$ cat config.mk
export PLATFORM = sky130hd
export DESIGN_NAME = muldiv_unit
export DESIGN_NICKNAME = d
export VERILOG_FILES = /design/src/rtl/muldiv_unit_pkg.sv /design/src/rtl/muldiv_iter_core.sv /design/src/rtl/muldiv_unit.sv
export SDC_FILE = /design/constraint.sdc
export NUM_CORES = 1
export LEC_CHECK = 0
export BUFFER_PORTS_ARGS = -buffer_cell sky130_fd_sc_hd__buf_2
export CORE_ASPECT_RATIO = 1.4
export CORE_MARGIN = 5
export CORE_UTILIZATION = 45
export DETAILED_ROUTE_END_ITERATION = 8
export RECOVER_POWER = 100
export SYNTH_ARGS = -nofsm -noshare
export SYNTH_HDL_FRONTEND = slang
export SYNTH_SLANG_ARGS = --single-unit
$ cat constraint.sdc
create_clock -name clk -period 9.15 [get_ports clk]
set_input_delay 0.915 -clock clk [delete_from_list [all_inputs] [get_ports clk]]
set_output_delay 0.915 -clock clk [all_outputs]
set_load 0.02 [all_outputs]
$ cat src/rtl/muldiv_unit_pkg.sv
// Shared definitions for the iterative RV32M multiply/divide unit.
// Latency: n/a (types, decoder codes and helpers only).
// Backpressure: n/a.
package muldiv_unit_pkg;

    // Decoder ALUCtrl codes this unit answers to (M codes occupy 5'b10xxx)
    localparam logic [4:0] ALUCTRL_ADD    = 5'b00000;
    localparam logic [4:0] ALUCTRL_SUB    = 5'b00001;
    localparam logic [4:0] ALUCTRL_MUL    = 5'b10000;
    localparam logic [4:0] ALUCTRL_MULH   = 5'b10001;
    localparam logic [4:0] ALUCTRL_MULHSU = 5'b10010;
    localparam logic [4:0] ALUCTRL_MULHU  = 5'b10011;
    localparam logic [4:0] ALUCTRL_DIV    = 5'b10100;
    localparam logic [4:0] ALUCTRL_DIVU   = 5'b10101;
    localparam logic [4:0] ALUCTRL_REM    = 5'b10110;
    localparam logic [4:0] ALUCTRL_REMU   = 5'b10111;

    // Sequencer states
    typedef enum logic [1:0] {
        S_IDLE = 2'd0,
        S_CALC = 2'd1,
        S_FIX  = 2'd2,
        S_DONE = 2'd3
    } state_t;

    // True for any of the eight RV32M codes
    function automatic logic is_muldiv(input logic [4:0] c);
        return (c[4:3] == 2'b10);
    endfunction

endpackage

$ cat src/rtl/muldiv_iter_core.sv
// One radix-2 step on unsigned magnitudes: shift-add multiply or restoring divide.
// Latency: combinational; the caller registers the accumulator each cycle.
// Backpressure: none; the caller decides when to step.
module muldiv_iter_core #(
    parameter int BITS = 32
) (
    input  logic [2*BITS-1:0] i_acc,
    input  logic [BITS-1:0]   i_opnd,
    input  logic              i_div,
    output logic [2*BITS-1:0] o_acc
);

    logic [BITS:0]   w_sum;
    logic [BITS:0]   w_rem_sh;
    logic [BITS+1:0] w_diff;

    // Multiply: acc = {partial product high, multiplier low}; add multiplicand when the
    // current multiplier bit is set, then shift right. Divide: acc = {remainder, dividend};
    // shift left, trial-subtract divisor, keep the difference and set the quotient bit
    // when it did not borrow.
    always_comb begin
        w_sum    = {1'b0, i_acc[2*BITS-1:BITS]} + (i_acc[0] ? {1'b0, i_opnd} : {(BITS+1){1'b0}});
        w_rem_sh = i_acc[2*BITS-1:BITS-1];
        w_diff   = {1'b0, w_rem_sh} - {2'b00, i_opnd};
        o_acc    = {w_sum, i_acc[BITS-1:1]};
        if (i_div) begin
            if (w_diff[BITS+1]) begin
                o_acc = {w_rem_sh[BITS-1:0], i_acc[BITS-2:0], 1'b0};
            end else begin
                o_acc = {w_diff[BITS-1:0], i_acc[BITS-2:0], 1'b1};
            end
        end
    end

endmodule

$ cat src/rtl/muldiv_unit.sv
// Iterative RV32M execute unit: MUL/MULH/MULHSU/MULHU/DIV/DIVU/REM/REMU.
// Latency: BITS+1 cycles from accept to out_valid; div-by-zero/overflow ready right after accept.
// Backpressure: in_ready only in IDLE; result held with out_valid until out_ready.
module muldiv_unit
    import muldiv_unit_pkg::*;
#(
    parameter int BITS = 32
) (
    input  logic            clk,
    input  logic            rst,
    input  logic            flush,
    input  logic            in_valid,
    output logic            in_ready,
    input  logic [4:0]      alu_ctrl,
    input  logic [BITS-1:0] op_a,
    input  logic [BITS-1:0] op_b,
    output logic            out_valid,
    input  logic            out_ready,
    output logic [BITS-1:0] result
);

    localparam int              CW      = $clog2(BITS + 1);
    localparam logic [CW-1:0]   LAST    = CW'(BITS - 1);
    localparam logic [BITS-1:0] MIN_INT = {1'b1, {(BITS-1){1'b0}}};

    state_t            r_state;
    logic              r_in_ready;
    logic              r_out_valid;
    logic [BITS-1:0]   r_result;
    logic [CW-1:0]     r_cnt;
    logic [2*BITS-1:0] r_acc;
    logic [BITS-1:0]   r_opnd;
    logic              r_is_div;
    logic              r_is_rem;
    logic              r_mul_hi;
    logic              r_neg_q;
    logic              r_neg_r;

    logic              w_accept;
    logic              w_a_signed;
    logic              w_b_signed;
    logic              w_is_div;
    logic              w_is_rem;
    logic              w_mul_hi;
    logic              w_a_neg;
    logic              w_b_neg;
    logic [BITS-1:0]   w_abs_a;
    logic [BITS-1:0]   w_abs_b;
    logic              w_div0;
    logic              w_ovf;
    logic [BITS-1:0]   w_fast_res;
    logic [2*BITS-1:0] w_acc_next;
    logic [2*BITS-1:0] w_prod;
    logic [BITS-1:0]   w_quot;
    logic [BITS-1:0]   w_rem;
    logic [BITS-1:0]   w_fix_res;

    assign in_ready  = r_in_ready;
    assign out_valid = r_out_valid;
    assign result    = r_result;

    // Decode the presented op: signedness, operand magnitudes and the two fast-path cases
    always_comb begin
        w_accept   = in_valid && r_in_ready && is_muldiv(alu_ctrl);
        w_a_signed = (alu_ctrl == ALUCTRL_MUL) || (alu_ctrl == ALUCTRL_MULH) ||
                     (alu_ctrl == ALUCTRL_MULHSU) || (alu_ctrl == ALUCTRL_DIV) ||
                     (alu_ctrl == ALUCTRL_REM);
        w_b_signed = (alu_ctrl == ALUCTRL_MUL) || (alu_ctrl == ALUCTRL_MULH) ||
                     (alu_ctrl == ALUCTRL_DIV) || (alu_ctrl == ALUCTRL_REM);
        w_is_div   = (alu_ctrl == ALUCTRL_DIV) || (alu_ctrl == ALUCTRL_DIVU) ||
                     (alu_ctrl == ALUCTRL_REM) || (alu_ctrl == ALUCTRL_REMU);
        w_is_rem   = (alu_ctrl == ALUCTRL_REM) || (alu_ctrl == ALUCTRL_REMU);
        w_mul_hi   = (alu_ctrl == ALUCTRL_MULH) || (alu_ctrl == ALUCTRL_MULHSU) ||
                     (alu_ctrl == ALUCTRL_MULHU);
        w_a_neg    = w_a_signed && op_a[BITS-1];
        w_b_neg    = w_b_signed && op_b[BITS-1];
        w_abs_a    = w_a_neg ? (~op_a + 1'b1) : op_a;
        w_abs_b    = w_b_neg ? (~op_b + 1'b1) : op_b;
        w_div0     = w_is_div && (op_b == '0);
        w_ovf      = w_is_div && w_b_signed && (op_a == MIN_INT) && (op_b == '1);
        if (w_div0) begin
            w_fast_res = w_is_rem ? op_a : '1;
        end else begin
            w_fast_res = w_is_rem ? '0 : op_a;
        end
    end

    // Final sign correction and result selection from the finished accumulator
    always_comb begin
        w_prod = r_neg_q ? (~r_acc + 1'b1) : r_acc;
        w_quot = r_neg_q ? (~r_acc[BITS-1:0] + 1'b1) : r_acc[BITS-1:0];
        w_rem  = r_neg_r ? (~r_acc[2*BITS-1:BITS] + 1'b1) : r_acc[2*BITS-1:BITS];
        if (r_is_div) begin
            w_fix_res = r_is_rem ? w_rem : w_quot;
        end else begin
            w_fix_res = r_mul_hi ? w_prod[2*BITS-1:BITS] : w_prod[BITS-1:0];
        end
    end

    muldiv_iter_core #(
        .BITS   (BITS)
    ) u_core (
        .i_acc  (r_acc),
        .i_opnd (r_opnd),
        .i_div  (r_is_div),
        .o_acc  (w_acc_next)
    );

    // Sequencer: accept, iterate BITS steps, fix signs, hold the result until taken
    always_ff @(posedge clk) begin
        if (rst) begin
            r_state     <= S_IDLE;
            r_in_ready  <= 1'b1;
            r_out_valid <= 1'b0;
            r_result    <= '0;
            r_cnt       <= '0;
            r_acc       <= '0;
            r_opnd      <= '0;
            r_is_div    <= 1'b0;
            r_is_rem    <= 1'b0;
            r_mul_hi    <= 1'b0;
            r_neg_q     <= 1'b0;
            r_neg_r     <= 1'b0;
        end else if (flush) begin
            // Kill whatever is in flight; a held result is dropped but left in r_result
            r_state     <= S_IDLE;
            r_in_ready  <= 1'b1;
            r_out_valid <= 1'b0;
            r_cnt       <= '0;
        end else begin
            case (r_state)
                S_IDLE: begin
                    if (w_accept) begin
                        r_in_ready <= 1'b0;
                        r_is_div   <= w_is_div;
                        r_is_rem   <= w_is_rem;
                        r_mul_hi   <= w_mul_hi;
                        r_neg_q    <= w_a_neg ^ w_b_neg;
                        r_neg_r    <= w_a_neg;
                        r_cnt      <= '0;
                        if (w_div0 || w_ovf) begin
                            r_result    <= w_fast_res;
                            r_out_valid <= 1'b1;
                            r_state     <= S_DONE;
                        end else if (w_is_div) begin
                            r_acc   <= {{BITS{1'b0}}, w_abs_a};
                            r_opnd  <= w_abs_b;
                            r_state <= S_CALC;
                        end else begin
                            r_acc   <= {{BITS{1'b0}}, w_abs_b};
                            r_opnd  <= w_abs_a;
                            r_state <= S_CALC;
                        end
                    end
                end
                S_CALC: begin
                    r_acc <= w_acc_next;
                    if (r_cnt == LAST) begin
                        r_cnt   <= '0;
                        r_state <= S_FIX;
                    end else begin
                        r_cnt <= r_cnt + 1'b1;
                    end
                end
                S_FIX: begin
                    r_result    <= w_fix_res;
                    r_out_valid <= 1'b1;
                    r_state     <= S_DONE;
                end
                S_DONE: begin
                    if (out_ready) begin
                        r_out_valid <= 1'b0;
                        r_in_ready  <= 1'b1;
                        r_state     <= S_IDLE;
                    end
                end
                default: begin
                    r_state     <= S_IDLE;
                    r_in_ready  <= 1'b1;
                    r_out_valid <= 1'b0;
                end
            endcase
        end
    end

endmodule

-- Word-level counts from Yosys, hierarchy flattened
Index checks and enable logic that the tools add are counted.
- reduce and logical (&&, ||, !) cells: 36
- $mul: 0
- divide/modulo/power cells: 0
- equal/unequal tests: 20
- bitwise gates (word level): 8
- order comparisons: 0
- shift operators: 0
- $add $sub $neg: 8
- mux-type cells: 37
- operators by type and width (cell ; number):
    $mux W32 ; 15
    $mux W64 ; 5
    $add A32 B1 Y32 const B ; 4
    $not A32 Y32 ; 4
    $pmux W64 S2 ; 1
    $add A64 B1 Y64 const B ; 1
    $eq A32 B32 Y1 const B ; 2
    $not A64 Y64 ; 1
    $pmux W32 S2 ; 1
    $eq A5 B5 Y1 const B ; 8
    $sub A33 B32 Y34 ; 1
    $add A32 B33 Y33 ; 1
    $logic_not A32 Y1 ; 1
    $reduce_and A4 Y1 ; 4
    $logic_or A1 B1 Y1 ; 13
    $mux W6 ; 2
    $pmux W6 S2 ; 1
    $ne A2 B2 Y1 const B ; 5
    $reduce_and A3 Y1 ; 3
    $logic_and A1 B1 Y1 ; 8
    $mux W2 ; 4
    $pmux W2 S4 ; 1
    $add A6 B1 Y6 const B ; 1
    $eq A2 B2 Y1 const B ; 3
    12 further kinds ; 19
- latch bits: 0
- ROM bits: 0
- bits in writable memories: 0
- logic and storage cells: 121
- flip-flop bits (word level): 143
- output and inout port bits: 34
- bits of input ports: 74
- memories kept: 0

-- Logic depth before layout (Yosys ltp)
- depth in word-level cells: 11
- depth in mapped cells: 15
- gate-level depth less buffers: 13

-- By module
From an unflattened synthesis, not the netlist that was laid out.
- cell total of the unflattened synthesis: 2318
- area, all modules: 16369.4 µm²
- modules (own cells, without submodules) (module ; instances ; area each (µm²) ; seq. area each (µm²) ; cells an instance):
    muldiv_unit ; 1 ; 11608.6 ; 2862.7 ; 1651
    muldiv_iter_core ; 1 ; 4760.8 ; 0.0 ; 667

-- Worst setup path before layout
Ideal clock, no wire load.
- kind: in2reg
- start point: input op_a[27]
- end point: register r_acc[60]
- arrival: 3.320 ns
- slack: 5.708 ns
- cell stages on the path: 10
- required time: 9.028 ns
- cell sequence: or3_4 -> or4_1 -> or4_4 -> nor3_4 -> o31ai_1 -> and3_1 -> buf_2 -> nand2_2 -> a31oi_1 -> a221o_1
- longest elaborated chain between the ends: 6
- ends and longest elaborated chain (element ; RTL line ; text):
    start, declared ; muldiv_unit.sv:15 ; input logic [BITS-1:0] op_a,
    $eq A32 B32 Y1 ; muldiv_unit.sv:80 ; w_ovf = w_is_div && w_b_signed && (op_a == MIN_INT) && (op_b == '1);
    $logic_and A1 B1 Y1 (2 in a row) ; muldiv_unit.sv:80 ;
    $logic_or A1 B1 Y1 ; muldiv_unit.sv:141 ; if (w_div0 || w_ovf) begin
    $ne A2 B2 Y1 (no source line) ; - ;
    $reduce_and A4 Y1 (no source line) ; - ;
    end signal, assigned ; muldiv_unit.sv:146 ; r_acc <= {{BITS{1'b0}}, w_abs_a};
    end signal, assigned ; muldiv_unit.sv:150 ; r_acc <= {{BITS{1'b0}}, w_abs_b};
    end signal, assigned ; muldiv_unit.sv:157 ; r_acc <= w_acc_next;
    end, declared ; muldiv_unit.sv:31 ; logic [2*BITS-1:0] r_acc;
Every way passes these cells.
A chain may end at the register's enable or synchronous reset.

-- Final worst setup path
- start point: input alu_ctrl[3]
- end point: register r_acc[56]
- longest elaborated chain between the ends: 10
- elaborated cells between the ends (all ways): 22
- ends and longest elaborated chain (element ; RTL line ; text):
    start, declared ; muldiv_unit.sv:14 ; input logic [4:0] alu_ctrl,
    $eq A5 B5 Y1, on equally long branches ; muldiv_unit.sv:69, muldiv_unit.sv:70, muldiv_unit.sv:68 ;
    $logic_or A1 B1 Y1, on equally long branches (2 in a row) ; muldiv_unit.sv:70, muldiv_unit.sv:68 ;
    $logic_or A1 B1 Y1, on equally long branches ; muldiv_unit.sv:71, muldiv_unit.sv:69 ;
    $logic_and A1 B1 Y1 (3 in a row) ; muldiv_unit.sv:80 ;
    $logic_or A1 B1 Y1 ; muldiv_unit.sv:141 ;
    $ne A2 B2 Y1 (no source line) ; - ;
    $reduce_and A4 Y1 (no source line) (*) ; - ;
Mark *: on every way between the ends. The rest lies on a longest branch, timed or not.

==> flow_metrics.tcl <==
set metrics [dict create \
    fin_cells 2644 \
    start_util_pct 45.4 \
    maxCapViolations 4 \
    synth_edf_count 0 \
    fin_skew_ns 0.0103 \
    met1_usage_pct 35.7 \
    setup_viol 0 \
    syn_inst 2214 \
    overflow 0 \
    drive_gt1_share_pct 8.48 \
    dp.cells 2614 \
    hold_class "reg -> reg" \
    rrSetupSlack_ns 3.54 \
    antenna_found_initial 0 \
    grt_use_met3_pct 4.21 \
    coreArea_um2 34000 \
    clkLatencyLatePin_ns 0.46 \
    cts_made_buffers 17 \
    min_period_ns 6.91 \
    antenna_cells 0 \
    clock-root-buffer "clkbuf_16" \
    grt_pass1_wl_mm 93.0 \
    netlist_area_um2 15400 \
    worstPathArrival_ns 7.29 \
    gp_congestion 1.03 \
    crit_required_ns 9.53 \
    final_hold_viol_count 0 \
    grt_pass1_vias 15800 \
    final_cell_mix "248 x nand2_1, 237 x nor2_1, 185 x a21oi_1" \
    mostFrequentLayoutCell "nand2_1" \
    status "finished with violations" \
    path_max_fanout 67 \
    first_pass_iters 6 \
    ir_worst_vdd_uv 137 \
    fmax_ghz 0.145 \
    io_buffers 107 \
    wirelength_mm 61.5 \
    cts_resized 0 \
    drv_slew 206 \
    tightest_slew_ns 3.27 \
    io_pins 108 \
    nFillCells 3569 \
    p_leak_nw 6.32 \
    row_count 80 \
    drc 0 \
    ys.flop_type "dfxtp_1" \
    top_usage_layer "met2" \
    final_nets 2332 \
    clk_path_buf_depth 2 \
    cts_tree "built" \
    cts_sinks 143 \
    grt_use_met2_pct 53.1 \
    violations "max-capacitance violations, max-slew violations" \
    maxSlewHeadroom_pct -118 \
    vias 16700 \
    ys_seq_elements 143 \
    hold-worst-slack_ns 0.452 \
    drt-vias-per-instance 6.33 \
    htreeDepth 4 \
    fin_tns_setup_ns 0 \
    die_y_um 229 \
    path_class "in -> reg" \
    async_flop_share_pct 0 \
    critPathCaptureType "flip-flop" \
    path_clk_slew_ns 0.07 \
    wl_per_cell_um 23.3 \
    seq_area_frac_synth_pct 18.5 \
    grt_max_degree 73 \
    synth_warnings 0 \
    die_w_um 167 \
    cp-start-kind "input port" \
    synth_fp_nets 2364 \
    areaGrowthSynthToFinish_pct 6.83 \
    postCtsSetupRepairBufs 0 \
    hold_buffers 0 \
    finalCritPeriodShare_pct 75.5 \
    ant_nets 0 \
    die_area_um2 38200 \
    dpl.hpwl_mm 48.1 \
    drt_iter0_markers 1575 \
    post_synth.cell_area_avg_um2 6.98 \
    cellPowerDensity_nw_per_um2 108 \
    track_usage_pct 30.9 \
    rsz0062_at_grt "false" \
    ys_types 87 \
]
==> sequential cells by signal (all words and copies together), names as in the netlist <==
signal and flops:
in_ready 1, r_cnt 6, result 32, r_neg_r 1, r_state 2, r_mul_hi 1, out_valid 1, r_is_div 1
r_opnd 32, r_is_rem 1, r_neg_q 1, r_acc 64
==> final cells by class <==
cell class / instances / area, µm² / share of cell area, %
multi-input combinational: 1820 / 11600 / 70.4
sequential: 143 / 2870 / 17.4
timing repair buffer: 126 / 627 / 3.80
tap: 451 / 564 / 3.42
clock buffer: 17 / 425 / 2.58
inverter: 74 / 278 / 1.68
clock inverter: 13 / 128 / 0.773
==> path summary, 6_finish.rpt <==
kind              cells past startpoint   startpoint    endpoint
hold / removal                        2   result[15]  result[15]
setup / recovery                     10  alu_ctrl[3]   r_acc[56]
hold reg to reg                       2   result[15]  result[15]
setup reg to reg                      6   r_state[1]   r_acc[62]
==> cell usage after synthesis, types with 11 or more instances <==
cell / n / area share [%]
xor2_1: 92 / 5.2
or3_1: 19 / 0.77
nor3_1: 73 / 2.4
a21oi_1: 185 / 6.0
mux2_2: 32 / 2.3
dfxtp_1: 143 / 19
inv_1: 74 / 1.8
or4_1: 20 / 0.97
xnor2_1: 91 / 5.2
ha_1: 74 / 6.0
o211ai_1: 36 / 1.7
o41ai_1: 25 / 1.4
buf_2: 26 / 0.84
a22o_1: 13 / 0.74
and3_1: 15 / 0.61
and2_1: 20 / 0.81
clkbuf_1: 144 / 3.5
o21ai_0: 127 / 4.1
o21bai_1: 11 / 0.53
o221ai_1: 11 / 0.62
nand4_1: 33 / 1.3
nor2_1: 237 / 5.8
a21o_1: 26 / 1.3
nor4_1: 25 / 1.0
a211oi_1: 98 / 4.8
nand2_1: 249 / 6.0
o21a_1: 20 / 0.97
o31ai_1: 37 / 1.8
mux2i_1: 17 / 1.1
nand3_1: 52 / 1.7
a31oi_1: 19 / 0.77
==> stage by stage <==
stage / instance area, µm² / setup slack (ns) / utilization (%) / total power, mW
6_report: 16500 / 2.24 / 48.5 / 1.78
5_1_grt: 16500 / 1.68 / 48.5 / 1.84
4_1_cts: 16600 / 3.73 / 48.7 / 1.78
3_5_place_dp: 16000 / 3.26 / 47.1 / 1.10
3_3_place_gp: 16000 / 3.39 / 47.1 / 1.09
2_1_floorplan: 15400 / 5.71 / - / 0.950
==> critical path: stages <==
cell and delay (ns):
buf_2 0.09, nor2b_1 0.49, and2_0 2.25, and4b_1 1.28, or4_2 0.85, o21ai_2 0.10
buf_4 0.28, nor2_4 0.69, a22oi_1 0.19, o21ai_0 0.11
==> power breakdown <==
group | total, mW | switching, mW | internal [mW] | leakage [nW]
logic | 0.445 | 0.296 | 0.149 | 4.89
clock network | 0.685 | 0.308 | 0.376 | 0.269
registers | 0.648 | 0.0164 | 0.632 | 1.16
total | 1.78 | 0.621 | 1.16 | 6.32
==> kinds of logic after synthesis <==
kind of cell             after synthesis  synth area share [%]
buffers and inverters                251                  6.38
multiplexers                          49                  3.43
flip-flops                           143                  18.5
AND/OR/NAND/NOR                      803                  24.5
adder cells (fa/ha/maj)               85                  6.84
AO/OA/AOI/OAI                        700                  29.9
XOR/XNOR                             183                  10.4
==> routing by layer <==
layer	routed length, µm	up-vias
met3	3600	200
met4	4760	0
met1	23600	7839
li1	-	8003
met5	0	-
met2	29600	702
No activity file was read; power rests on OpenSTA's default activity.
